**src/rtl/uart_rx.sv**
```systemverilog
// 8N1 UART receiver, mid-bit sampling with a two-flop input synchronizer.
// Optional stop-bit checking and the rx_frame_err port are enabled by defining UART_RX_FRAME_ERR_EN.
module uart_rx #(
    parameter int unsigned clocks_per_bit = 4
) (
    input  logic       ser_clk,
    input  logic       rst_n,
    input  logic       SER_RX,
    output logic [7:0] rx_data,
    output logic       rx_valid,
`ifdef UART_RX_FRAME_ERR_EN
    output logic       rx_frame_err,
`endif
    output logic       rx_idle
);

    localparam int unsigned TIMER_W = $clog2(clocks_per_bit);
    localparam int unsigned CNT_W   = 4;
    localparam logic [TIMER_W-1:0] HALF_BIT = TIMER_W'(clocks_per_bit / 2);
    localparam logic [TIMER_W-1:0] BIT_LAST = TIMER_W'(clocks_per_bit - 1);
    localparam logic [CNT_W-1:0]   LAST_BIT = CNT_W'(7);

    typedef enum logic [2:0] {
        IDLE,
        START,
        DATA,
        STOP,
        WAIT_HIGH
    } state_t;

    state_t             state;
    logic [TIMER_W-1:0] timer;
    logic [CNT_W-1:0]   bit_cnt;
    logic [7:0]         shift;
    logic               sync_q1;
    logic               rx_s;

    // Two-flop synchronizer; resets to the idle (high) line level.
    always_ff @(posedge ser_clk or negedge rst_n) begin
        if (!rst_n) begin
            sync_q1 <= 1'b1;
            rx_s    <= 1'b1;
        end else begin
            sync_q1 <= SER_RX;
            rx_s    <= sync_q1;
        end
    end

    // Frame FSM; rx_idle is updated together with every transition into or out of IDLE.
    always_ff @(posedge ser_clk or negedge rst_n) begin
        if (!rst_n) begin
            state        <= IDLE;
            timer        <= '0;
            bit_cnt      <= '0;
            shift        <= '0;
            rx_data      <= '0;
            rx_valid     <= 1'b0;
`ifdef UART_RX_FRAME_ERR_EN
            rx_frame_err <= 1'b0;
`endif
            rx_idle      <= 1'b1;
        end else begin
            rx_valid     <= 1'b0;
`ifdef UART_RX_FRAME_ERR_EN
            rx_frame_err <= 1'b0;
`endif
            case (state)
                IDLE: begin
                    if (!rx_s) begin
                        state   <= START;
                        timer   <= TIMER_W'(1);
                        rx_idle <= 1'b0;
                    end
                end
                START: begin
                    if (timer == HALF_BIT) begin
                        timer   <= '0;
                        bit_cnt <= '0;
                        if (rx_s) begin
                            state   <= IDLE;
                            rx_idle <= 1'b1;
                        end else begin
                            state <= DATA;
                        end
                    end else begin
                        timer <= timer + TIMER_W'(1);
                    end
                end
                DATA: begin
                    if (timer == BIT_LAST) begin
                        timer <= '0;
                        shift <= {rx_s, shift[7:1]};
                        if (bit_cnt == LAST_BIT) begin
                            state <= STOP;
                        end else begin
                            bit_cnt <= bit_cnt + CNT_W'(1);
                        end
                    end else begin
                        timer <= timer + TIMER_W'(1);
                    end
                end
                STOP: begin
                    if (timer == BIT_LAST) begin
                        timer <= '0;
`ifdef UART_RX_FRAME_ERR_EN
                        if (rx_s) begin
                            rx_data  <= shift;
                            rx_valid <= 1'b1;
                            state    <= IDLE;
                            rx_idle  <= 1'b1;
                        end else begin
                            rx_frame_err <= 1'b1;
                            state        <= WAIT_HIGH;
                        end
`else
                        rx_data  <= shift;
                        rx_valid <= 1'b1;
                        state    <= IDLE;
                        rx_idle  <= 1'b1;
`endif
                    end else begin
                        timer <= timer + TIMER_W'(1);
                    end
                end
                WAIT_HIGH: begin
                    if (rx_s) begin
                        state   <= IDLE;
                        rx_idle <= 1'b1;
                    end
                end
                default: begin
                    state   <= IDLE;
                    rx_idle <= 1'b1;
                end
            endcase
        end
    end

endmodule

```
**config.mk**
```make
export PLATFORM = sky130hd
export DESIGN_NAME = uart_rx
export DESIGN_NICKNAME = d
export VERILOG_FILES = /design/src/rtl/uart_rx.sv
export SDC_FILE = /design/constraint.sdc
export NUM_CORES = 1
export LEC_CHECK = 0
export BUFFER_PORTS_ARGS = -buffer_cell sky130_fd_sc_hd__buf_2
export CORE_ASPECT_RATIO = 0.75
export CORE_UTILIZATION = 51
export DETAILED_ROUTE_END_ITERATION = 8
export PLACE_DENSITY = 0.76
export SLEW_MARGIN = 10
export SYNTH_ARGS = -nofsm -noshare
export SYNTH_HDL_FRONTEND = slang
export SYNTH_SLANG_ARGS = --single-unit
```
**constraint.sdc**
```tcl
create_clock -name ser_clk -period 1.3 [get_ports ser_clk]
set_input_delay 0.13 -clock ser_clk [delete_from_list [all_inputs] [get_ports ser_clk]]
set_output_delay 0.13 -clock ser_clk [all_outputs]
set_load 0.02 [all_outputs]
```
Word level (Yosys, flattened, before mapping)
Cells that the tools add are included.

Bits in registers: 29. Word-level logic and storage cells: 59.

Add/subtract/negate cells: 2. Equal/unequal tests: 14. Mux-type cells: 23. Bitwise logic cells: 1. Reductions and logical operators: 10.

Operator list (count): 3-bit two-way mux (6); 3-bit case mux with 5 select lines (1); 2-bit inequality test, second input constant (7); 4-bit two-way mux (3); 2-bit two-way mux (4); 4-bit case mux with 2 select lines (1); 4-bit AND reduction (2); 3-bit by 2-bit equality test with 1-bit output, second input constant (2); 1-bit two-way mux (6); 2-bit case mux with 3 select lines (1); 2-bit AND reduction (3); 6-bit AND reduction (1); 1-bit case mux with 5 select lines (1); 4-bit by 1-bit adder with 4-bit output, second input constant (1); 2-bit equality test, second input constant (2); 4-bit by 3-bit equality test with 1-bit output, second input constant (1); 3-bit by 1-bit equality test with 1-bit output, second input constant (1); 3-bit equality test, second input constant (1); 3-bit zero test (1); 3-bit nonzero test (1); 2-bit by 1-bit adder with 2-bit output, second input constant (1); 2-bit nonzero test (1); 2-bit OR reduction (1); 1-bit NOT (1).

Logic depth before layout (Yosys ltp)
Gate-level depths: netlist (run 1).

Depth after elaboration: 4. Gate-level depth with buffers: 5.

Least setup slack after synthesis (run 1)
OpenSTA, ideal clock, no wires.

Path kind: reg2reg. From: register timer[0]. To: register bit_cnt[3]. Setup time: 0.101 ns. Data arrival time: 1.199 ns. Slack: 0.000 ns. Cell stages (with the launch flop): 6. Path buffers: 1. Period minus slack after synthesis: 1.300 ns. Cells stage by stage: dfrtp_1 -> ha_1 -> nor2b_4 -> buf_6 -> nand4_4 -> o311ai_2.

Longest elaborated chain between the ends: 3. Elaborated cells between the ends (all ways): 5. Classes of those cells: 4 x eq/ne; 1 x reduce/logical.

RTL lines: start: declaration (RTL line 32) `logic [TIMER_W-1:0] timer;`; start signal: assignment (RTL line 86) `timer <= timer + TIMER_W'(1);`; start signal: assignment (RTL line 99) `timer <= timer + TIMER_W'(1);`; start signal: assignment (RTL line 122) `timer <= timer + TIMER_W'(1);`; 2-bit equality test (on tied branches) (RTL line 90, 76); 2-bit inequality test (no source line); 4-bit AND reduction (no source line) (*); end signal: assignment (RTL line 96) `bit_cnt <= bit_cnt + CNT_W'(1);`; end: declaration (RTL line 33) `logic [CNT_W-1:0] bit_cnt;`.

Mark *: on every way between the ends. The rest lies on a longest branch, timed or not. A chain may end at the register's enable or synchronous reset.

Worst setup path in the final report (run 1)
From: register timer[1]. To: register bit_cnt[3].

The elaborated chain is that of the path after synthesis.

==> impl_metrics.env, run 1 <==
export IMPL_max_freq_mhz=746.6
export IMPL_drt_total_wl_mm=2.442
export IMPL_dr_pass1_iters=4
export IMPL_preCtsSetupSlack_ns=-0.08796
export IMPL_nets=138
export IMPL_async_flop_share_pct=100.0
export IMPL_status="finished, violations left"
export IMPL_synthTopCellsByArea="dfrtp_1 46%, mux2_2 13%, dfstp_2 5.9%, ha_1 5.6%, nand2_1 2.8%"
export IMPL_area_delta_synth_final_pct=14.68
export IMPL_drcViolationCount=0
export IMPL_pwr_density_cell_nw_per_um2=1689
export IMPL_clkLatencyLatePin_ns=0.33
export IMPL_dpl_hpwl_mm=1.681
export IMPL_placementRows=15
export IMPL_final_cells=162
export IMPL_io_pins=13
export IMPL_avgSynthCellArea_sq_um=12.70
export IMPL_die_area_sq_um=2851
export IMPL_start_util_pct=56.04
export IMPL_hold_violations=0
export IMPL_synth_edf_count=0
export IMPL_routabilityCongestion=0.8305
export IMPL_core_sq_um=2402
export IMPL_finalClockSkew_ns=0.006972
export IMPL_setup_violations=6
export IMPL_drive_gt1_share_pct=41.41
export IMPL_yosysSeqAreaShare_pct=52.32
export IMPL_fin_crit_ns=1.339
export IMPL_synth_top_area_share_pct=46.47
export IMPL_use_met2_pct=32.17
export IMPL_final_max_slew_viol_count=0
export IMPL_ys_seq_elements=28
export IMPL_crit_type="flip-flop to flip-flop"
export IMPL_worst_slew_pin_slew_ns=0.6009
export IMPL_reg2reg_to="bit_cnt[3]$_DFFE_PN0P_"
export IMPL_syn_instance_count=106
export IMPL_timing_rr_start="timer[1]$_DFFE_PN0P_"
export IMPL_hp_class="input port to asynchronous set/reset pin"
export IMPL_critPathRequiredTime_ns=1.53
export IMPL_cts_tree="built"
export IMPL_path_clk_slew_ns=0.15
export IMPL_clockBufferDepth=2
export IMPL_fin_ws_ns=-0.03946
export IMPL_cp_end_kind="flip-flop"
export IMPL_busiest_layer="met2"
export IMPL_yosysWarnings=0
export IMPL_die_x_microns=61.33
export IMPL_grt_max_degree=29
export IMPL_first_iter_violations=47
export IMPL_p_leak_uw=0.0007705
export IMPL_max_cap_violations=0
export IMPL_synth_most_common_cell="dfrtp_1"
export IMPL_r2r_slack_ns=-0.04
export IMPL_postRouteAntennaNets=0
export IMPL_overflow=0
export IMPL_crit_arrival_ns=1.57
export IMPL_violations="setup timing"
export IMPL_vias=910
export IMPL_ir_drop_uv=1258
export IMPL_antenna_cells=0
export IMPL_grt_util_all_layers_pct=20.16
export IMPL_grt_pass1_wl_mm=3.919
export IMPL_numCtsBuffers=3
export IMPL_dp_cells=154
export IMPL_grt_pass1_vias=859
export IMPL_crit_chain="ha_2 > nor2b_4 > a41o_1 > o311ai_2"
export IMPL_synth_top_area_cell="dfrtp_1"
export IMPL_antenna_found_initial=0
export IMPL_ys_dominant_reg_cell="dfrtp_1"
export IMPL_wl_per_cell_microns=15.07
export IMPL_synth_common_cells="25 x dfrtp_1, 16 x mux2_2, 10 x nand2_1"
export IMPL_grt_util_met1_pct=25.04
export IMPL_port_buffers=12
export IMPL_cp_max_fo=5
export IMPL_via_per_inst=5.617
export IMPL_synth_nets=115
export IMPL_dieHeight_microns=46.50
export IMPL_worstRegToRegCells=4
export IMPL_cts_sinks=28
export IMPL_critPathMaxStageDelay_ns=0.45
export IMPL_syn_cell_area_sq_um=1346
export IMPL_cts_root_buffer="clkbuf_4"
export IMPL_met3_usage_pct=5.056
export IMPL_synth_cell_types=35
export IMPL_rsz0062_at_grt="true"
export IMPL_final_period_utilization_pct=103.0
export IMPL_htree_levels=1
export IMPL_max_slew_margin_pct=59.94
export IMPL_cpMaxStageDelayCell="dfrtp_1"
export IMPL_crit_path_start_kind="flip-flop"
## layout make-up
class	instances	area (sq um)
inverter	5	18.77
timing repair buffer	21	136.4
tap	34	42.54
clock buffer	4	36.28
fill	201	858.3
multi-input combinational	70	604.3
sequential	28	705.7
## power breakdown
group / internal, uW / switching, uW
clock: 172 / 250
sequential: 1040 / 178
combinational: 439 / 531
## placed cells by master, fill, tap and decap left out, types with 2 or more instances in the layout
| cell type | n |
|---|---|
| a21oi_1 | 4 |
| a31oi_1 | 3 |
| buf_2 | 12 |
| buf_4 | 6 |
| clkbuf_4 | 3 |
| dfrtp_1 | 24 |
| dfstp_2 | 3 |
| dlygate4sd3_1 | 2 |
| ha_1 | 4 |
| ha_2 | 2 |
| inv_1 | 4 |
| mux2_2 | 16 |
| nand2_1 | 9 |
| nand2b_1 | 2 |
| nand3_1 | 3 |
| nand3_4 | 2 |
| nand3b_1 | 3 |
## how the worst max path moves through the flow
stage	from	end	slack, ns	cells after the start
6_report	timer[1]$_DFFE_PN0P_	bit_cnt[3]$_DFFE_PN0P_	-0.04	4
5_1_grt	timer[0]$_DFFE_PN0P_	bit_cnt[3]$_DFFE_PN0P_	-0.06	4
4_1_cts	timer[1]$_DFFE_PN0P_	bit_cnt[3]$_DFFE_PN0P_	-0.04	4
3_5_place_dp	timer[0]$_DFFE_PN0P_	rx_data[4]$_DFFE_PN0P_	-0.09	3
3_3_place_gp	timer[0]$_DFFE_PN0P_	rx_data[7]$_DFFE_PN0P_	-0.05	3
2_1_floorplan	timer[0]$_DFFE_PN0P_	bit_cnt[3]$_DFFE_PN0P_	0.0005	5
## state kept, by name, summed over array words and instances (netlist names)
name      count
rx_data       8
shift         8
bit_cnt       4
state         2
timer         2
rx_idle       1
rx_s          1
rx_valid      1
sync_q1       1
## per-stage QoR
step / cell area [sq um] / utilization, % / power [uW] / setup TNS, ns / hold WS [ns]
2_1_floorplan: 1346 / - / 1853 / 0 / -0.1656
3_5_place_dp: 1459 / 60.73 / 2117 / -1.174 / 0.1775
4_1_cts: 1538 / 64.01 / 2592 / -0.06375 / 0.3389
6_report: 1544 / 64.27 / 2608 / -0.06122 / 0.3093
3_3_place_gp: 1459 / 60.73 / 2050 / -0.5120 / 0.1737
5_1_grt: 1544 / 64.27 / 2782 / -0.6020 / 0.3613
## kinds of logic after synthesis
| group | synth area share, % |
|---|---|
| AOI/OAI and AO/OA | 9.017 |
| adders and majority gates | 5.576 |
| buffers and inverters | 3.995 |
| DFF | 52.32 |
| muxes | 13.38 |
| and+or+nand+nor | 15.71 |
## repair_timing
| action | in CTS | in global routing |
|---|---|---|
| endpoints found under the hold margin | 26 | 0 |
| setup endpoints to repair | 20 | 20 |
| cloned | 1 | 0 |
| hold buffers | 2 | 0 |
| resized for setup | 3 | 3 |
| buffers inserted | 1 | 0 |
| pin swaps | 0 | 5 |
## worst max-delay path: cells and delay by family (launching register included)
family	cells	cell delay [ns]
and+or+nand+nor	1	0.24
DFF	1	0.45
AOI/OAI and AO/OA	2	0.30
adders and majority gates	1	0.25
## routing by layer
layer / vias to the layer above / wire length, microns
met4: 0 / 60
met3: 6 / 80
li1: 424 / -
met2: 19 / 1169
met1: 461 / 1132
met5: - / 0
(Power assumes the default switching activity.)
==> run 2, diff against run 1 <==
--- a/config.mk
+++ b/config.mk
@@ -9,7 +9,8 @@
 export CORE_ASPECT_RATIO = 0.75
 export CORE_UTILIZATION = 51
 export DETAILED_ROUTE_END_ITERATION = 8
-export PLACE_DENSITY = 0.76
+export PLACE_DENSITY = 0.73
+export SKIP_CTS_REPAIR_TIMING = 1
 export SLEW_MARGIN = 10
 export SYNTH_ARGS = -nofsm -noshare
 export SYNTH_HDL_FRONTEND = slang
==> impl_metrics.env, run 2 (synthesis results as in run 1) <==
export IMPL_final_period_utilization_pct=106.6
export IMPL_setup_violations=23
export IMPL_vias=943
export IMPL_dr_pass1_iters=4
export IMPL_area_delta_synth_final_pct=29.74
export IMPL_critPathRequiredTime_ns=1.52
export IMPL_layout_common_cells="23 x dfrtp_1, 12 x buf_2, 11 x mux2_2, 11 x buf_4, 8 x nand2_1"
export IMPL_io_pins=13
export IMPL_grt_max_degree=29
export IMPL_max_slew_margin_pct=59.31
export IMPL_final_area_sq_um=1747
export IMPL_cp_end_kind="flip-flop"
export IMPL_hold_violations=0
export IMPL_fin_hold_ws_ns=0.3183
export IMPL_die_x_microns=61.33
export IMPL_postRouteAntennaNets=0
export IMPL_fin_crit_ns=1.386
export IMPL_mostFrequentLayoutCell="dfrtp_1"
export IMPL_cts_sinks=28
export IMPL_crit_type="flip-flop to flip-flop"
export IMPL_cts_root_buffer="clkbuf_4"
export IMPL_crit_arrival_ns=1.60
export IMPL_final_max_slew_viol_count=0
export IMPL_fin_ws_ns=-0.08615
export IMPL_dpl_hpwl_mm=1.663
export IMPL_drt_total_wl_mm=2.854
export IMPL_nets=146
export IMPL_numCtsBuffers=3
export IMPL_cp_max_fo=6
export IMPL_antenna_cells=0
export IMPL_ir_drop_uv=1216
export IMPL_n_fill_cell=179
export IMPL_die_area_sq_um=2851
export IMPL_pwr_density_cell_nw_per_um2=1795
export IMPL_grt_pass1_vias=837
export IMPL_clockBufferDepth=2
export IMPL_finalClockSkew_ns=0.007401
export IMPL_overflow=0
export IMPL_max_cap_violations=0
export IMPL_clkLatencyLatePin_ns=0.33
export IMPL_status="finished, violations left"
export IMPL_hp_class="input port to asynchronous set/reset pin"
export IMPL_core_sq_um=2402
export IMPL_violations="setup timing"
export IMPL_crit_path_start_kind="flip-flop"
export IMPL_worst_slew_pin_slew_ns=0.6104
export IMPL_via_per_inst=5.547
export IMPL_placementRows=15
export IMPL_start_util_pct=56.04
export IMPL_dieHeight_microns=46.50
export IMPL_rsz0062_at_grt="true"
export IMPL_grt_pass1_wl_mm=3.753
export IMPL_preCtsSetupSlack_ns=-0.07177
export IMPL_grt_util_all_layers_pct=18.43
export IMPL_place_area_sq_um=1489
export IMPL_first_iter_violations=35
export IMPL_reg_top3="rx_data (8), shift (8), bit_cnt (4)"
export IMPL_wl_per_cell_microns=16.79
export IMPL_cts_tree="built"
export IMPL_routabilityCongestion=0.8531
export IMPL_max_freq_mhz=721.4
export IMPL_antenna_found_initial=0
export IMPL_port_buffers=12
export IMPL_p_leak_uw=0.0008478
export IMPL_htree_levels=1
export IMPL_drcViolationCount=0
export IMPL_drive_gt1_share_pct=53.68
export IMPL_path_clk_slew_ns=0.15
[run 2: worst paths after layout]
kind / from / to / slack [ns] / cells past startpoint
max in group asynchronous: rst_n / timer[1]$_DFFE_PN0P_ / 0.54 / 2
worst min register to register: sync_q1$_DFF_PN1_ / rx_s$_DFF_PN1_ / 0.37 / 0
worst max-delay path: timer[1]$_DFFE_PN0P_ / bit_cnt[3]$_DFFE_PN0P_ / -0.09 / 4
min in group ser_clk: sync_q1$_DFF_PN1_ / rx_s$_DFF_PN1_ / 0.37 / 0
worst max register to register: timer[1]$_DFFE_PN0P_ / bit_cnt[3]$_DFFE_PN0P_ / -0.09 / 4
worst min-delay path: rst_n / bit_cnt[0]$_DFFE_PN0P_ / 0.32 / 2
[run 2: stage by stage]
| stage | total power [uW] | std cells | utilization [%] | TNS, ns |
|---|---|---|---|---|
| 6_report | 3135 | 170 | 72.71 | -1.097 |
| 4_1_cts | 2757 | 162 | 64.17 | -1.401 |
| 3_3_place_gp | 2117 | 158 | 61.98 | -0.1760 |
| 3_5_place_dp | 2180 | 158 | 61.98 | -1.114 |
| 2_1_floorplan | 1853 | 106 | - | 0 |
| 5_1_grt | 3305 | 170 | 72.71 | -1.892 |
[run 2: power breakdown]
part	total [uW]	switching, uW	leakage, uW	internal, uW
clock	564	252	0.0000279	312
sequential	1250	207	0.000368	1040
combinational	1320	683	0.000452	641
total	3140	1140	0.000848	1990
[run 2: worst max-delay path, stage by stage, from the launching register on]
cell and delay [ns]:
dfrtp_2 0.47, ha_4 0.16, nor2b_4 0.27, a41o_1 0.27, o311ai_4 0.11
[run 2: cell type report]
cell class                 instances  area, sq um  share of cell area (%)
clock buffer                       3        22.52                   1.289
sequential                        28        706.9                   40.47
multi-input combinational         70        718.2                   41.12
timing repair buffer              29        207.7                   11.89
clock inverter                     1        30.03                   1.719
tap                               34        42.54                   2.436
inverter                           5        18.77                   1.074
[run 2: per-layer routing]
layer	vias up	wire (microns)	share of wire, %	global-route usage, %
met1	470	1276	45	24.91
li1	441	-	-	-
met5	-	0	0	0
met2	26	1377	48	29.57
met4	0	38	1.3	4.091
met3	6	161	5.6	5.056
